<file path="src/rtl/mips_cpu_divider.sv">
// Iterative restoring divider for MIPS DIV/DIVU: one quotient bit per cycle on
// operand magnitudes, with sign correction and divide-by-zero override in a final FIX cycle.
module mips_cpu_divider #(
  parameter int WIDTH = 32
) (
  input  logic             clk,
  input  logic             reset,
  input  logic             start,
  input  logic             is_signed,
  input  logic [WIDTH-1:0] dividend,
  input  logic [WIDTH-1:0] divisor,
  output logic             busy,
  output logic             done,
  output logic [WIDTH-1:0] quotient,
  output logic [WIDTH-1:0] remainder
);

  localparam int CW = (WIDTH > 1) ? $clog2(WIDTH) : 1;
  localparam logic [CW-1:0] LAST_COUNT = CW'(WIDTH - 1);

  typedef enum logic [1:0] {
    IDLE = 2'd0,
    CALC = 2'd1,
    FIX  = 2'd2,
    DONE = 2'd3
  } state_t;

  state_t           state_r, state_s;
  logic             accept_s;
  logic [CW-1:0]    count_r;
  logic [WIDTH-1:0] quo_r;        // dividend magnitude shifting out, quotient bits shifting in
  logic [WIDTH-1:0] rem_r;
  logic [WIDTH-1:0] dsr_r;
  logic [WIDTH-1:0] dvd_r;
  logic             neg_q_r, neg_r_r, div_zero_r;
  logic             busy_r, done_r;
  logic [WIDTH-1:0] quotient_r, remainder_r;
  logic [WIDTH:0]   trial_s, diff_s;
  logic             qbit_s;
  logic [WIDTH-1:0] rem_next_s;

  function automatic logic [WIDTH-1:0] magnitude(input logic [WIDTH-1:0] v, input logic en);
    if (en && v[WIDTH-1]) magnitude = WIDTH'(0) - v;
    else                  magnitude = v;
  endfunction

  function automatic logic [WIDTH-1:0] cond_negate(input logic [WIDTH-1:0] v, input logic en);
    if (en) cond_negate = WIDTH'(0) - v;
    else    cond_negate = v;
  endfunction

  assign accept_s  = start && ((state_r == IDLE) || (state_r == DONE));
  assign busy      = busy_r;
  assign done      = done_r;
  assign quotient  = quotient_r;
  assign remainder = remainder_r;

  // Next-state decode for the divider sequencer.
  always_comb begin
    state_s = state_r;
    case (state_r)
      IDLE: begin
        if (start) state_s = CALC;
        else       state_s = IDLE;
      end
      CALC: begin
        if (count_r == LAST_COUNT) state_s = FIX;
        else                       state_s = CALC;
      end
      FIX:     state_s = DONE;
      DONE: begin
        if (start) state_s = CALC;
        else       state_s = IDLE;
      end
      default: state_s = IDLE;
    endcase
  end

  // State register with busy/done registered from the next state.
  always_ff @(posedge clk or posedge reset) begin
    if (reset) begin
      state_r <= IDLE;
      busy_r  <= 1'b0;
      done_r  <= 1'b0;
    end else begin
      state_r <= state_s;
      busy_r  <= (state_s == CALC) || (state_s == FIX);
      done_r  <= (state_s == DONE);
    end
  end

  // One restoring step: compare in WIDTH+1 bits so the shifted partial never overflows.
  always_comb begin
    trial_s    = {rem_r, quo_r[WIDTH-1]};
    diff_s     = trial_s - {1'b0, dsr_r};
    qbit_s     = 1'b0;
    rem_next_s = trial_s[WIDTH-1:0];
    if (trial_s >= {1'b0, dsr_r}) begin
      qbit_s     = 1'b1;
      rem_next_s = diff_s[WIDTH-1:0];
    end else begin
      qbit_s     = 1'b0;
      rem_next_s = trial_s[WIDTH-1:0];
    end
  end

  // Operand capture, iteration datapath and result registers.
  always_ff @(posedge clk or posedge reset) begin
    if (reset) begin
      count_r     <= '0;
      quo_r       <= '0;
      rem_r       <= '0;
      dsr_r       <= '0;
      dvd_r       <= '0;
      neg_q_r     <= 1'b0;
      neg_r_r     <= 1'b0;
      div_zero_r  <= 1'b0;
      quotient_r  <= '0;
      remainder_r <= '0;
    end else if (accept_s) begin
      count_r    <= '0;
      quo_r      <= magnitude(dividend, is_signed);
      rem_r      <= '0;
      dsr_r      <= magnitude(divisor, is_signed);
      dvd_r      <= dividend;
      neg_q_r    <= is_signed && (dividend[WIDTH-1] ^ divisor[WIDTH-1]);
      neg_r_r    <= is_signed && dividend[WIDTH-1];
      div_zero_r <= (divisor == '0);
    end else if (state_r == CALC) begin
      count_r <= count_r + CW'(1);
      rem_r   <= rem_next_s;
      quo_r   <= {quo_r[WIDTH-2:0], qbit_s};
    end else if (state_r == FIX) begin
      // Divide-by-zero bypasses sign correction: all-ones quotient, raw dividend remainder.
      if (div_zero_r) begin
        quotient_r  <= '1;
        remainder_r <= dvd_r;
      end else begin
        quotient_r  <= cond_negate(quo_r, neg_q_r);
        remainder_r <= cond_negate(rem_r, neg_r_r);
      end
    end else begin
      count_r <= count_r;
    end
  end

endmodule
</file>
<file path="config.mk">
export PLATFORM = sky130hd
export DESIGN_NAME = mips_cpu_divider
export DESIGN_NICKNAME = d
export VERILOG_FILES = /design/src/rtl/mips_cpu_divider.sv
export SDC_FILE = /design/constraint.sdc
export NUM_CORES = 1
export LEC_CHECK = 0
export BUFFER_PORTS_ARGS = -buffer_cell sky130_fd_sc_hd__clkbuf_2
export CAP_MARGIN = 15
export CORE_MARGIN = 3
export CORE_UTILIZATION = 35
export CTS_CLUSTER_DIAMETER = 150
export DETAILED_ROUTE_END_ITERATION = 8
export GPL_TIMING_DRIVEN = 0
export PLACE_DENSITY_LB_ADDON = 0.1
export SLEW_MARGIN = 25
export SYNTH_ARGS = -nofsm -noshare
export SYNTH_HDL_FRONTEND = slang
export SYNTH_SLANG_ARGS = --single-unit
</file>
<file path="constraint.sdc">
create_clock -name clk -period 7.84 [get_ports clk]
set_input_delay 0.784 -clock clk [delete_from_list [all_inputs] [get_ports clk]]
set_output_delay 0.784 -clock clk [all_outputs]
set_load 0.01 [all_outputs]
</file>
==> metrics.txt, run 1 <==
min Tclk post-route 3.48 ns; setup TNS 0 ns; Worst Hold Slack 0.194 ns; Hold-fix buffers, CTS 0; # rows 69; initial antenna violation count 0; vias in the first global route 11.4k; total gr overflow 0; fraction of registers with async set/reset 1.00; status complete, no violations; Most common cell on crit path a21oi_1; f_max 287 MHz; area grow syn2layout 16.5%; Peak supply drop 0.211 mV; die area 39,300 um^2; CP max FO 10; critical-path cell list ha_1 > and2_1 > a311oi_1 > a211o_1 > a21oi_1 > o41a_1 > a31oi_4 > buf_2 > mux2i_1 > a21oi_1; Netlist cell types 68; launch point of the worst path rem_r[3]; Power Total 6.53 mW; Post-Synth XOR/XNOR Area 0.0983; Worst Max-Slew Pin Slew 0.912 ns; Post-Synth Simple-Gate Area 0.186; Leak 6.90 nW; WP data arrival 3.86 ns; port buffer count 132; routed len/inst 18.9 um; final net count 1,841; Reg-to-Reg Start rem_r[3]; Hold WC Path Type in -> async; Vias 11.5k; #FFs+latches synth 204; crit start category flop; syn_area_per_cell 8.23 um^2; WP data required 8.22 ns; number of synthesis warnings 0; DR vias/cell 5.21; post-DP HPWL 32.7 mm; non-filler cells, final 2,211; starting density of the core 0.359; area of the core 36,000 um^2; post-route ant nets 0; drt drc 0; Seq/Total Area, Yosys 0.395; Die H 198 um; largest net degree at the start of global routing 92; CTS buffer count 26; Fin. Hold Viols 0; Initial DRC Count 689; setup bufs post-CTS 0; largest family of logic cells by synthesized area compound AO/OA/AOI/OAI gates; final WL 41.8 mm; area occupied by multi-input gates 7250 um^2; syn nets 1,679; clk root buf clkbuf_16; Mapped Cells 1,570; global-route wire length before repair 65.3 mm; synthesized area 12,900 um^2; slew margin rel. 0.392; number of synthesized flops with an enable pin 0; number of max-cap violations 0; CP peak stage delay 0.47 ns; PwrDens 433 nW/um^2; setup violators final 0; Compound-Gate Fraction of Synth Area 0.212; Final period util 0.444; final slew viol count 0; 1st-pass router iterations 6; Clock Latency Late Sink 0.54 ns; fill count 3,739; storage element area 5100 um^2; CP max-delay cell dfrtp_1; die extent in x 198 um; Post-Synth Adder-Cell Area 0.0403; clock slew at reported path FFs 0.05 ns; PostCTS Resize Cnt 0; CP endpoint kind flop; overall routing resource usage 0.211; WS Path Type reg -> reg; Max H-tree Level 1; post-synthesis mux area share 0.0253; GPL Wtd Cong 0.892; # clock sinks 204; Post-Place Cells 2,165; RSZ-0062 raised after global routing no; fraction of layout cells with a size suffix above 1 0.123; Main synth FF type dfrtp_1; clk buf depth 3; worst clock skew 0.0168 ns; I/O Pins 134; CTS tree yes
-- per-layer routing --
layer / GRT usage / wire length (um) / vias to the layer above
met2: 0.366 / 20100 / 261
met4: 0.0668 / 1290 / 0
met3: 0.0209 / 1490 / 71
met5: 0 / 0 / -
met1: 0.278 / 18900 / 5393
li1: - / - / 5786
-- cells by family (layout without fill, tap and decap cells) --
| family | after synthesis | count (layout) |
|---|---|---|
| flip-flops | 204 | 204 |
| adder cells (fa/ha/maj) | 41 | 41 |
| AND/OR/NAND/NOR | 548 | 548 |
| other | 0 | 1 |
| multiplexers | 32 | 32 |
| XOR/XNOR | 145 | 145 |
| buffers and inverters | 144 | 323 |
| AO/OA/AOI/OAI | 456 | 456 |
-- through the flow --
step                       util  area (um^2)  worst slack [ns]
after global placement    0.393        14200             -1.16
after floorplan               -        12900              1.49
after detailed placement  0.395        14200              4.23
final                     0.418        15100              4.36
after global routing      0.418        15100              4.16
after CTS                 0.418        15100              4.38
-- synthesized netlist by cell type, drive strengths merged, types with 4 or more instances --
library cell	instances	area share
nand2	249	0.072
dfrtp	204	0.39
a21oi	169	0.066
nor2	167	0.049
o21ai	155	0.060
xor2	85	0.058
clkbuf	66	0.019
xnor2	60	0.041
inv	57	0.017
ha	40	0.039
mux2i	27	0.021
nor3	22	0.0085
buf	20	0.0077
o31ai	20	0.013
or3	18	0.010
nand3	17	0.0070
o41ai	16	0.012
a211oi	15	0.0099
and3	14	0.0068
nor4	13	0.0063
a21o	12	0.0070
nand2b	11	0.0059
o221ai	10	0.0068
or4	9	0.0055
a22oi	8	0.0046
a31oi	8	0.0050
nand4	8	0.0039
o21bai	8	0.0046
nor2b	6	0.0029
and2	5	0.0024
mux2	5	0.0044
o21a	5	0.0029
or2	5	0.0024
a21boi	4	0.0023
o211a	4	0.0031
-- sequential cells by signal, summed over array words and instances (netlist names) --
name and flops:
busy 1, state_r 2, quo_r 32, count_r 5, div_zero_r 1, neg_q_r 1
dvd_r 32, remainder 32, done 1, dsr_r 32, quotient 32, rem_r 32
neg_r_r 1
-- worst paths after layout --
| kind | depth (start not counted) | to | slack, ns |
|---|---|---|---|
| min reg2reg | 2 | dsr_r[15] | 0.47 |
| min | 2 | quotient[30] | 0.19 |
| min in group clk | 2 | dsr_r[15] | 0.47 |
| max in group asynchronous | 4 | remainder[22] | 6.48 |
| max | 10 | rem_r[28] | 4.36 |
| max reg2reg | 10 | rem_r[28] | 4.36 |
-- area by class of cell --
type | instances | area share
multi-input cells | 1222 | 0.482
flip-flops and latches | 204 | 0.339
clock buffers | 37 | 0.0499
repair buffers | 134 | 0.0475
well taps | 461 | 0.0383
plain buffers | 86 | 0.0231
inverters | 58 | 0.0150
clock inverters | 8 | 0.00507
diodes | 1 | 0.000166
-- placed cells by master, fill, tap and decap left out, drive strengths merged, types with 11 or more instances in the layout --
cell type / Yosys / routed
nand2: 249 / 249
nand2b: 11 / 11
nand3: 17 / 17
and3: 14 / 14
a21o: 12 / 12
a21oi: 169 / 169
clkbuf: 66 / 235
inv: 57 / 57
nor2: 167 / 167
xor2: 85 / 85
ha: 40 / 40
o21ai: 155 / 155
a211oi: 15 / 15
mux2i: 27 / 27
dfrtp: 204 / 204
buf: 20 / 22
xnor2: 60 / 60
o41ai: 16 / 16
o31ai: 20 / 20
nor4: 13 / 13
or3: 18 / 18
nor3: 22 / 22
-- power by group --
group | internal [mW] | switching [mW] | total, mW
Combinational | 1.46 | 2.03 | 3.49
Clock | 0.695 | 0.460 | 1.15
Sequential | 1.43 | 0.450 | 1.88
Total | 3.58 | 2.94 | 6.53
-- worst max-delay path, delay by kind of cell, from the launching register on --
family	cells	cell delay [ns]
AO/OA/AOI/OAI	6	1.67
adder cells (fa/ha/maj)	1	0.40
buffers and inverters	1	0.35
flip-flops	1	0.47
multiplexers	1	0.27
AND/OR/NAND/NOR	1	0.17
No activity file was read; power rests on OpenSTA's default activity.
==> inputs of run 2 (changes only) <==
--- a/config.mk
+++ b/config.mk
@@ -5,6 +5,7 @@
 export SDC_FILE = /design/constraint.sdc
 export NUM_CORES = 1
 export LEC_CHECK = 0
+export ABC_AREA = 1
 export BUFFER_PORTS_ARGS = -buffer_cell sky130_fd_sc_hd__clkbuf_2
 export CAP_MARGIN = 15
 export CORE_MARGIN = 3
==> constraint.sdc (replaced) <==
create_clock -name clk -period 2.95 [get_ports clk]
set_input_delay 0.295 -clock clk [delete_from_list [all_inputs] [get_ports clk]]
set_output_delay 0.295 -clock clk [all_outputs]
set_load 0.01 [all_outputs]
==> run 2 against run 1 <==
Final cell count increased by 33%; register-to-register slack worse by 4.1 ns; utilization up 0.22 points; sequential power increased to 2.5 times the previous value; critical path depth shrank 2; global-route usage rose by 4.8 points; non-clock buffer count did not move; synthesized cell count is 42% higher; flip-flop and latch count did not move; sequential share of layout area down 3.8 points; critical path type unchanged.
==> metrics.txt, run 2 <==
number of synthesized flops with an enable pin 0 (unchanged); top cell type's share of synthesized area 0.353 (-0.0425); post-synthesis mux area share 0 (-0.0253); Hold WC Path Type in -> reg; area grow syn2layout 16.9%; Post-Synth Simple-Gate Area 0.354 (+0.168); Clock Latency Late Sink 0.56 ns (+0.02 ns); reg-to-reg setup timing slack 0.25 ns (-4.11 ns); total gr overflow 0 (unchanged); fraction of registers with async set/reset 1.00 (unchanged); Synth top cells by count 693 x nand2_1, 323 x inv_1, 242 x nand3_1; met1 Track Usage GR 0.403 (+0.124); initial antenna violation count 1 (+1); Vias 15.3k (+33%); CTS buffer count 26 (unchanged); worst clock skew 0.0211 ns (+0.00429 ns); #FFs+latches synth 204 (unchanged); grt peak-use layer met1; min Tclk post-route 2.70 ns (-0.781 ns); met2 Use GR 0.376 (+0.0107); port buffer count 133 (+0.76%); post-route ant nets 0 (unchanged); Initial DRC Count 1,343 (+95%); hold_sp divisor[11]; most frequent cells in the layout 692 x nand2_1, 322 x inv_1, 242 x nand3_1; overall routing resource usage 0.260 (+0.0485); Post-Place Cells 2,889 (+33%); CP endpoint kind flop; Worst Hold Depth 3; clk root buf clkbuf_16; critical-path cell list inv_1 > ha_1 > inv_1 > nor2_1 > nand2_1 > nand2_1 > nand2_1 > nand2_1; Worst R2R Path Depth 8 (-2); Reg-to-Reg Start state_r[1]; Compound-Gate Fraction of Synth Area 0.119 (-0.0929); met3 layer usage reported by global route 0.0484 (+0.0275); final WL 58.0 mm (+39%); number of synthesis warnings 0 (unchanged); WP data required 3.43 ns (-4.79 ns); Design Area, Final 16,900 um^2 (+12%); dominant cell by count in the synthesized netlist nand2_1; Post-Synth XOR/XNOR Area 0.0266 (-0.0716); Die H 209 um (+5.7%); largest family of logic cells by synthesized area simple AND/OR/NAND/NOR gates; starting density of the core 0.360 (+0.000502); fill count 4,380 (+17%); Leak 8.63 nW (+25%); Post-Synth Adder-Cell Area 0.0359 (-0.00433); Main synth FF type dfrtp_1; dpl ws 0.147 ns (-4.08 ns); DR vias/cell 5.22 (+0.29%); slew margin rel. 0.352 (-0.0401); PwrDens 1180 nW/um^2 (+170%); setup violators final 0 (unchanged); final net count 2,503 (+36%); largest net degree at the start of global routing 32 (-65%); setup slack after layout 0.251 ns (-4.11 ns); crit start category flop; global-route wire length before repair 88.2 mm (+35%); Ant. Diodes 0 (-1); synthesized area 14,500 um^2 (+12%); syn nets 2,333 (+39%); Mapped Cells 2,224 (+42%); Post-DP Area 16,000 um^2 (+12%); post-DP HPWL 47.2 mm (+44%); die area 43,900 um^2 (+12%); status complete, no violations; Netlist cell types 48 (-29%); setup TNS 0 ns (unchanged); most common cell after layout, fill and taps aside nand2_1; die extent in x 209 um (+5.7%); Worst Max-Slew Pin Slew 0.972 ns (+0.0601 ns); WS Path Type reg -> reg; Crit Reg-Reg Endpoint rem_r[27]; CP peak stage delay 0.67 ns (+0.20 ns); clk buf depth 3 (unchanged); RSZ-0062 raised after global routing no; Min-Delay Endpoint dsr_r[11]; area leader, netlist dfrtp_1; syn_area_per_cell 6.51 um^2 (-21%); GPL Wtd Cong 0.938 (+5.1%); Fin. Hold Viols 0 (unchanged); # rows 73 (+5.8%); # clock sinks 204 (unchanged); 1st-pass router iterations 6 (unchanged); vias in the first global route 14.7k (+28%); post-layout util 0.420 (+0.00217); Most common cell on crit path nand2_1; area of the core 40,300 um^2 (+12%); drt drc 0 (unchanged); non-filler cells, final 2,939 (+33%); Worst Hold Slack 0.0199 ns (-0.175 ns); WP data arrival 3.18 ns (-0.68 ns); CP max FO 9 (-1); f_max 371 MHz (+29%); Power Total 20.0 mW (+210%); Max H-tree Level 1 (unchanged); CP max-delay cell nor2_1; clock slew at reported path FFs 0.06 ns (about the same); fraction of layout cells with a size suffix above 1 0.108 (-0.0152); routed len/inst 19.7 um (+4.3%); Final period util 0.915 (+0.471); Peak supply drop 0.425 mV (+100%); Seq/Total Area, Yosys 0.353 (-0.0425); CTS tree yes; I/O Pins 134 (unchanged); number of max-cap violations 0 (unchanged); synth top area cells dfrtp_1 35%, nand2_1 18%, inv_1 8.4%, nand3_1 8.4%, nor2_1 5.0%; final slew viol count 0 (unchanged)
==> run 2: cells by family after synthesis <==
group	Yosys count
and+or+nand+nor	1216
buffers and inverters	413
AOI/OAI and AO/OA	306
DFF	204
xor gates and xnor gates	44
adders and majority gates	41
==> run 2: how the worst max path moves through the flow <==
stage                    endpoint  depth (start not counted)  startpoint  slack [ns]
floorplan                    busy                          1       reset        0.01
global placement         dsr_r[6]                          2       reset       -1.47
detailed placement  remainder[11]                          8  state_r[0]        0.15
CTS                 remainder[11]                          8  state_r[0]        0.11
global route            rem_r[27]                         14   dsr_r[22]        0.11
finish                  rem_r[27]                          8  state_r[1]        0.25
==> run 2: per-layer routing <==
layer | vias up | wire length [um]
li1 | 7465 | -
met1 | 7322 | 28600
met2 | 496 | 24200
met3 | 60 | 4200
met4 | 2 | 1010
met5 | - | 13
==> run 2: timing repair <==
| item | in CTS | in global routing |
|---|---|---|
| endpoints found under the setup margin | 0 | 3 |
| hold buffers | 2 | 0 |
| hold endpoints to repair | 18 | 0 |
| resized for setup | 0 | 2 |
| buffers inserted | 0 | 0 |
==> run 2: power breakdown <==
group          switching (mW)  internal [mW]  total [mW]
combinational            7.92           3.79        11.7
clock                    1.33           2.21        3.53
sequential              0.953           3.79        4.74
==> run 2: critical path, delay by kind of cell, from the launching register on <==
| kind | cells | cell delay [ns] |
|---|---|---|
| adders and majority gates | 1 | 0.48 |
| buffers and inverters | 2 | 0.36 |
| and+or+nand+nor | 5 | 1.39 |
| DFF | 1 | 0.39 |
==> run 2: final cells by class <==
| cell class | count | area [um^2] | share of cell area |
|---|---|---|---|
| Buffer | 78 | 367 | 0.0217 |
| Clock buffer | 35 | 744 | 0.0440 |
| Clock inverter | 13 | 209 | 0.0123 |
| Inverter | 335 | 1260 | 0.0745 |
| Multi-Input combinational cell | 1607 | 7760 | 0.458 |
| Sequential cell | 204 | 5100 | 0.301 |
| Tap cell | 525 | 657 | 0.0388 |
| Timing Repair Buffer | 142 | 833 | 0.0492 |
